===== src/rtl/serial_sub_pkg.sv =====
// Shared types and the one-bit full-subtractor equation for the bit-serial subtractor.
package serial_sub_pkg;

    typedef enum logic [1:0] {
        ST_IDLE = 2'd0,
        ST_RUN  = 2'd1,
        ST_DONE = 2'd2
    } state_t;

    // Returns {bout, d} for a - b - bin.
    function automatic logic [1:0] fs_bit(input logic a, input logic b, input logic bin);
        logic d_s;
        logic bout_s;
        d_s    = a ^ b ^ bin;
        bout_s = (~a & b) | (~(a ^ b) & bin);
        return {bout_s, d_s};
    endfunction

endpackage


===== src/rtl/serial_fs_cell.sv =====
// Combinational one-bit full-subtractor cell, kept as its own instance so
// buffer/splitter insertion can treat it like the adder's gate-level cells.
module serial_fs_cell
    import serial_sub_pkg::*;
(
    input  logic a,
    input  logic b,
    input  logic bin,
    output logic d,
    output logic bout
);

    logic [1:0] fs_s;

    assign fs_s = fs_bit(a, b, bin);
    assign d    = fs_s[0];
    assign bout = fs_s[1];

endmodule


===== src/rtl/serial_subtractor.sv =====
// Bit-serial LSB-first subtractor (diff = a - b) with valid/ready handshakes.
// Optional signed-overflow output ovf_o is enabled by defining SERIAL_SUB_OVF_EN.
module serial_subtractor
    import serial_sub_pkg::*;
#(
    parameter int WIDTH = 8
) (
    input  logic             clk,
    input  logic             rst_n,
    input  logic             in_valid,
    output logic             in_ready,
    input  logic [WIDTH-1:0] a_i,
    input  logic [WIDTH-1:0] b_i,
    output logic             out_valid,
    input  logic             out_ready,
    output logic [WIDTH-1:0] diff_o,
    output logic             borrow_o,
    output logic             busy_o
`ifdef SERIAL_SUB_OVF_EN
    ,
    output logic             ovf_o
`endif
);

    localparam int CW = (WIDTH > 1) ? $clog2(WIDTH) : 1;
    localparam logic [CW-1:0] LAST_CNT = CW'(WIDTH - 1);

    state_t           state_r;
    logic [CW-1:0]    cnt_r;
    logic [WIDTH-1:0] a_sh_r;
    logic [WIDTH-1:0] b_sh_r;
    logic [WIDTH-1:0] res_sh_r;
    logic             bin_r;
    logic [WIDTH-1:0] diff_r;
    logic             borrow_r;
    logic             in_ready_r;
    logic             out_valid_r;
    logic             busy_r;
    logic             d_s;
    logic             bout_s;
`ifdef SERIAL_SUB_OVF_EN
    logic             ovf_r;
`endif

    serial_fs_cell u_fs_cell (
        .a    (a_sh_r[0]),
        .b    (b_sh_r[0]),
        .bin  (bin_r),
        .d    (d_s),
        .bout (bout_s)
    );

    // Control FSM, operand/result shifting and the held result registers.
    always_ff @(posedge clk or negedge rst_n) begin
        if (!rst_n) begin
            state_r     <= ST_IDLE;
            cnt_r       <= '0;
            a_sh_r      <= '0;
            b_sh_r      <= '0;
            res_sh_r    <= '0;
            bin_r       <= 1'b0;
            diff_r      <= '0;
            borrow_r    <= 1'b0;
            in_ready_r  <= 1'b1;
            out_valid_r <= 1'b0;
            busy_r      <= 1'b0;
`ifdef SERIAL_SUB_OVF_EN
            ovf_r       <= 1'b0;
`endif
        end else begin
            case (state_r)
                ST_IDLE: begin
                    if (in_valid) begin
                        a_sh_r     <= a_i;
                        b_sh_r     <= b_i;
                        res_sh_r   <= '0;
                        bin_r      <= 1'b0;
                        cnt_r      <= '0;
                        state_r    <= ST_RUN;
                        in_ready_r <= 1'b0;
                        busy_r     <= 1'b1;
                    end else begin
                        state_r    <= ST_IDLE;
                    end
                end
                ST_RUN: begin
                    a_sh_r   <= {1'b0, a_sh_r[WIDTH-1:1]};
                    b_sh_r   <= {1'b0, b_sh_r[WIDTH-1:1]};
                    res_sh_r <= {d_s, res_sh_r[WIDTH-1:1]};
                    bin_r    <= bout_s;
                    if (cnt_r == LAST_CNT) begin
                        // Counter holds at terminal count; operand bit 0 is now the original MSB.
                        diff_r      <= {d_s, res_sh_r[WIDTH-1:1]};
                        borrow_r    <= bout_s;
`ifdef SERIAL_SUB_OVF_EN
                        ovf_r       <= (a_sh_r[0] ^ b_sh_r[0]) & (a_sh_r[0] ^ d_s);
`endif
                        out_valid_r <= 1'b1;
                        state_r     <= ST_DONE;
                    end else begin
                        cnt_r       <= cnt_r + CW'(1);
                    end
                end
                ST_DONE: begin
                    if (out_ready) begin
                        out_valid_r <= 1'b0;
                        busy_r      <= 1'b0;
                        in_ready_r  <= 1'b1;
                        state_r     <= ST_IDLE;
                    end else begin
                        state_r     <= ST_DONE;
                    end
                end
                default: begin
                    out_valid_r <= 1'b0;
                    busy_r      <= 1'b0;
                    in_ready_r  <= 1'b1;
                    state_r     <= ST_IDLE;
                end
            endcase
        end
    end

    assign in_ready  = in_ready_r;
    assign out_valid = out_valid_r;
    assign busy_o    = busy_r;
    assign diff_o    = diff_r;
    assign borrow_o  = borrow_r;
`ifdef SERIAL_SUB_OVF_EN
    assign ovf_o     = ovf_r;
`endif

endmodule


===== config.mk =====
export PLATFORM = sky130hd
export DESIGN_NAME = serial_subtractor
export DESIGN_NICKNAME = d
export VERILOG_FILES = /design/src/rtl/serial_sub_pkg.sv /design/src/rtl/serial_fs_cell.sv /design/src/rtl/serial_subtractor.sv
export SDC_FILE = /design/constraint.sdc
export NUM_CORES = 1
export LEC_CHECK = 0
export CORE_AREA = 2 2 76 60
export DETAILED_ROUTE_END_ITERATION = 10
export DIE_AREA = 0 0 78 62
export PLACE_DENSITY = 0.72
export SKIP_LAST_GASP = 1
export SLEW_MARGIN = 0
export SYNTH_ARGS = -nofsm -noshare
export SYNTH_HDL_FRONTEND = slang
export SYNTH_HIERARCHICAL = 1
export SYNTH_SLANG_ARGS = --single-unit

===== constraint.sdc =====
create_clock -name clk -period 1.5 [get_ports clk]
set_clock_uncertainty 0.1 [all_clocks]
set_input_delay 0.45 -clock clk [delete_from_list [all_inputs] [get_ports clk]]
set_output_delay 0.45 -clock clk [all_outputs]
set_load 0.05 [all_outputs]

==> results.txt <==
- The run finished, with violations left.
- Failing checks: setup timing
* List of cells traversed by the critical path: buf_12
- Max-Cap Viols: 0
* Die X: 78 µm
- Synthesized-area fraction occupied by and/or/nand/nor cells: roughly an eighth
- The clock tree synthesis step divided the H-tree into 2 levels.
- Final wirelength: 3660 µm
- Pin count of the biggest net entering global routing: between 40 and 50
* Ranking of synthesized cells by area: dfrtp_1, o221a_1, mux2_4, nand3b_1, a22o_1
- Buffers & Inverters on Critical Path: 1
* Clock latency at the later pin of the worst-skew pair: roughly 0.3 ns
- IO Count: 32
* TritonCTS clock tree: built
- Utilization after layout: between 60% and 70%
- Dividing the detail-routed wire length by the instance count gives between 15 and 20 µm.
- Synthesis handed over a netlist of between 100 and 150 instances.
- Final Hold Vio Count: 0
- The count of buffers added on input and output ports is 31.
* # rows: 21
- Across all hold checks on the routed design, the worst slack comes to around 0.0046 ns.
- Largest fanout on the critical path: 2
- For this run, design rule violations remaining after detail routing come to 0.
- Final setup vio count: 1
- Yosys printed 6 warnings.
- Sequential elements use between 50% and 60% of the synthesized area.
- Setup repair after global routing could not meet its margin everywhere.
- Number of buffers created by CTS: 5
- Final worst path period share: 103%
- For this design, the CTS-stage hold fixing added 0 buffers.
* Residual overflow from global routing: 0
- The congestion estimate from routability-driven global placement came to about 0.76.
- Number of buffers between clock root and the deepest sink: 2
- Number of antenna cells inserted: 0
- Combinational family with the most area after synthesis: compound AO/OA/AOI/OAI gates
- After synthesis the netlist holds a flip-flop and latch count of between 40 and 50.
- The first global-routing pass estimated 6190 µm of wire.
- Total power: 5280 µW
* Worst setup path class: reg2out
- Max transition margin: between 70% and 80%
- The mapped netlist covers roughly 1800 µm².
- After the flow finishes, the layout carries non-filler instances totaling around 240.
- The count of final max-slew check failures is 0.
- The tree is rooted in a clkbuf_8.
- Mean Syn Cell Area: ~13 µm²
- Startpoint Class: register
- The routed design could run at a clock period as short as between 1.5 and 2 ns.
* Gr usage total: 16.9%
* Initial DRT Pass Iterations: 4
- Worst path top cell family by delay: flip-flops
- The die covers 4840 µm².
- DRT iter0 DRCs: approximately 140
- Sinks on Clock Net: between 40 and 50
- Setup slack on the critical path of the routed design comes to -0.0525 ns.
* Overall via count from detail_route: 1275
- From synthesis to final layout, the design area changed by 38.7%.
* Post-synthesis adder-cell area fraction: between 2 and 2.5%
- Area share of the largest cell type after synthesis: between 50% and 60%
- Cells with a size suffix above 1 make up around a third of the layout.
- For this design the static power due to leakage is about 0.0011 µW.
- Count of cell types in the netlist: 26
- Data arrives at the worst endpoint at 1.00 ns.
- After clock tree synthesis, the clock-pin slew on the worst setup and hold paths is 0.08 ns.
* Antenna violation net count after detailed routing: 0
* Std-Cell Core Area: about 4200 µm²
* Post-synthesis compound-gate area fraction: 17.7%
- STA classifies the critical path endpoint as a primary output.
* Peak clock frequency supported by timing: between 600 and 700 MHz
- Path depth of the worst reg2reg path: 6
- In this run the number of cells on the critical path is 1.
- Counting every net in the synthesized netlist gives 163.
* Critical path's slowest cell: dfstp_2
- In this run the vertical extent of the chip is ~62 µm.
* Sum Neg Setup Slack: -0.0525 ns
- Multiplexer area fraction after synthesis: about 7.4%
- For this design the ratio of total power to cell area is 2080 nW/µm².
- For this run, the post-layout net count is a little over 200.
- The tightest min-delay check is of the in2async type.
- Number of antenna violations at the first check in global routing: 0
* Via count of the first global-routing pass: ~1300
- The synthesized netlist devotes 0% of its cell area to XOR and XNOR gates.
- Half-perimeter wire length after detailed placement: around 2500 µm
* VDD IR max: roughly 990 µV
* Highest cell delay on the worst timing path: between 0.5 and 0.6 ns
- Total instance count after detailed placement: 230
- Cell type contributing the most total cell area after synthesis: dfrtp_1
- Initial standard-cell utilization of the core: 43.5%
- STA puts the critical path data required time at between 0.9 and 1 ns.
- At the pin with the least slew margin, the transition time is ~0.32 ns.
- Via-per-instance ratio: 5.33
## state kept, by name, summed over array words and instances (netlist names)
| register | count |
|---|---|
| b_sh_r | 8 |
| bin_r | 1 |
| in_ready | 1 |
| state_r | 2 |
| cnt_r | 3 |
| diff_o | 8 |
| busy_o | 1 |
| a_sh_r | 8 |
| borrow_o | 1 |
| res_sh_r | 7 |
| out_valid | 1 |
## metal layers
metal | vias to the layer above | GRT usage [%] | share of wire (%)
met5 | - | 0 | 0
met4 | 0 | 7.77 | 2.2
met3 | 8 | 3.47 | 3.5
met2 | 25 | 27.8 | 49
met1 | 641 | 22.1 | 46
li1 | 601 | - | -
## per-stage QoR
step	setup WS (ns)	cell area, µm²
floorplan	0.00578	1840
finish	-0.0525	2540
global placement	-0.329	2370
CTS	-0.0659	2480
detailed placement	-0.392	2370
global route	-0.0900	2540
## power breakdown
group / internal [µW] / switching [µW] / total (µW) / leakage, µW
combinational: 1360 / 1220 / 2580 / 0.000551
sequential: 1580 / 382 / 1970 / 0.000501
clock: 364 / 374 / 738 / 0.0000433
## Yosys cell counts
cell	number
a21oi_1	5
a22o_1	8
a22oi_1	2
buf_2	6
buf_4	3
clkbuf_1	1
dfrtp_1	40
dfstp_2	1
fa_1	1
ha_1	2
inv_1	3
inv_2	1
mux2_4	9
nand2_1	6
nand2_8	1
nand2b_1	3
nand3b_1	14
nor2_1	3
nor2_2	3
nor2b_1	2
nor3_1	2
o21ai_0	2
o21ai_1	4
o221a_1	14
o2bb2ai_1	3
or2_1	1
## logic make-up after synthesis
| group | after synthesis |
|---|---|
| and+or+nand+nor | 35 |
| AOI/OAI and AO/OA | 38 |
| buffers and inverters | 14 |
| adders and majority gates | 3 |
| DFF | 41 |
| muxes | 9 |
## layout make-up
| cell class | count | area [µm²] |
|---|---|---|
| Clock buffer | 6 | 82.6 |
| Inverter | 4 | 15.0 |
| Multi-Input combinational cell | 85 | 782 |
| Sequential cell | 41 | 1030 |
| Tap cell | 57 | 71.3 |
| Fill cell | 339 | 1670 |
| Clock inverter | 1 | 7.51 |
| Timing Repair Buffer | 45 | 551 |
## cells in the final DEF (no fill, tap or decap)
master / instances
a21oi_2: 1
buf_2: 1
o2bb2ai_2: 1
a22oi_1: 1
dfrtp_1: 40
clkinvlp_4: 1
nor2_1: 2
clkbuf_8: 6
nand2b_2: 1
inv_1: 3
fa_1: 1
a22o_1: 8
a21oi_1: 4
nor2_4: 2
ha_2: 1
inv_2: 1
nand2_8: 1
buf_4: 11
o221a_1: 14
a22oi_2: 1
nand3b_1: 14
mux2_4: 9
o21ai_0: 2
dfstp_2: 1
nor3_2: 1
o2bb2ai_1: 2
ha_4: 1
nor2b_1: 2
clkdlybuf4s50_1: 18
buf_6: 2
nor3_1: 1
nor2_2: 2
or2_4: 1
nand2b_1: 2
nand2_1: 6
buf_12: 13
o21ai_1: 4
## worst paths after layout
kind	start	endpoint	slack, ns
hold / removal	rst_n	res_sh_r[2]$_DFFE_PN0P_	0.005
hold reg to reg	bin_r$_DFFE_PN0P_	bin_r$_DFFE_PN0P_	0.40
setup / recovery	in_ready$_DFFE_PN1P_	in_ready	-0.05
min in group clk	bin_r$_DFFE_PN0P_	bin_r$_DFFE_PN0P_	0.40
max in group asynchronous	rst_n	in_ready$_DFFE_PN1P_	1.03
setup reg to reg	cnt_r[0]$_DFFE_PN0P_	cnt_r[0]$_DFFE_PN0P_	0.04
## what timing repair did
| item | in CTS | in global routing |
|---|---|---|
| setup endpoints to repair | 32 | 14 |
| pin swaps | 0 | 2 |
| gates resized for setup | 4 | 9 |
| buffers inserted | 1 | 1 |
(Power assumes the default switching activity.)
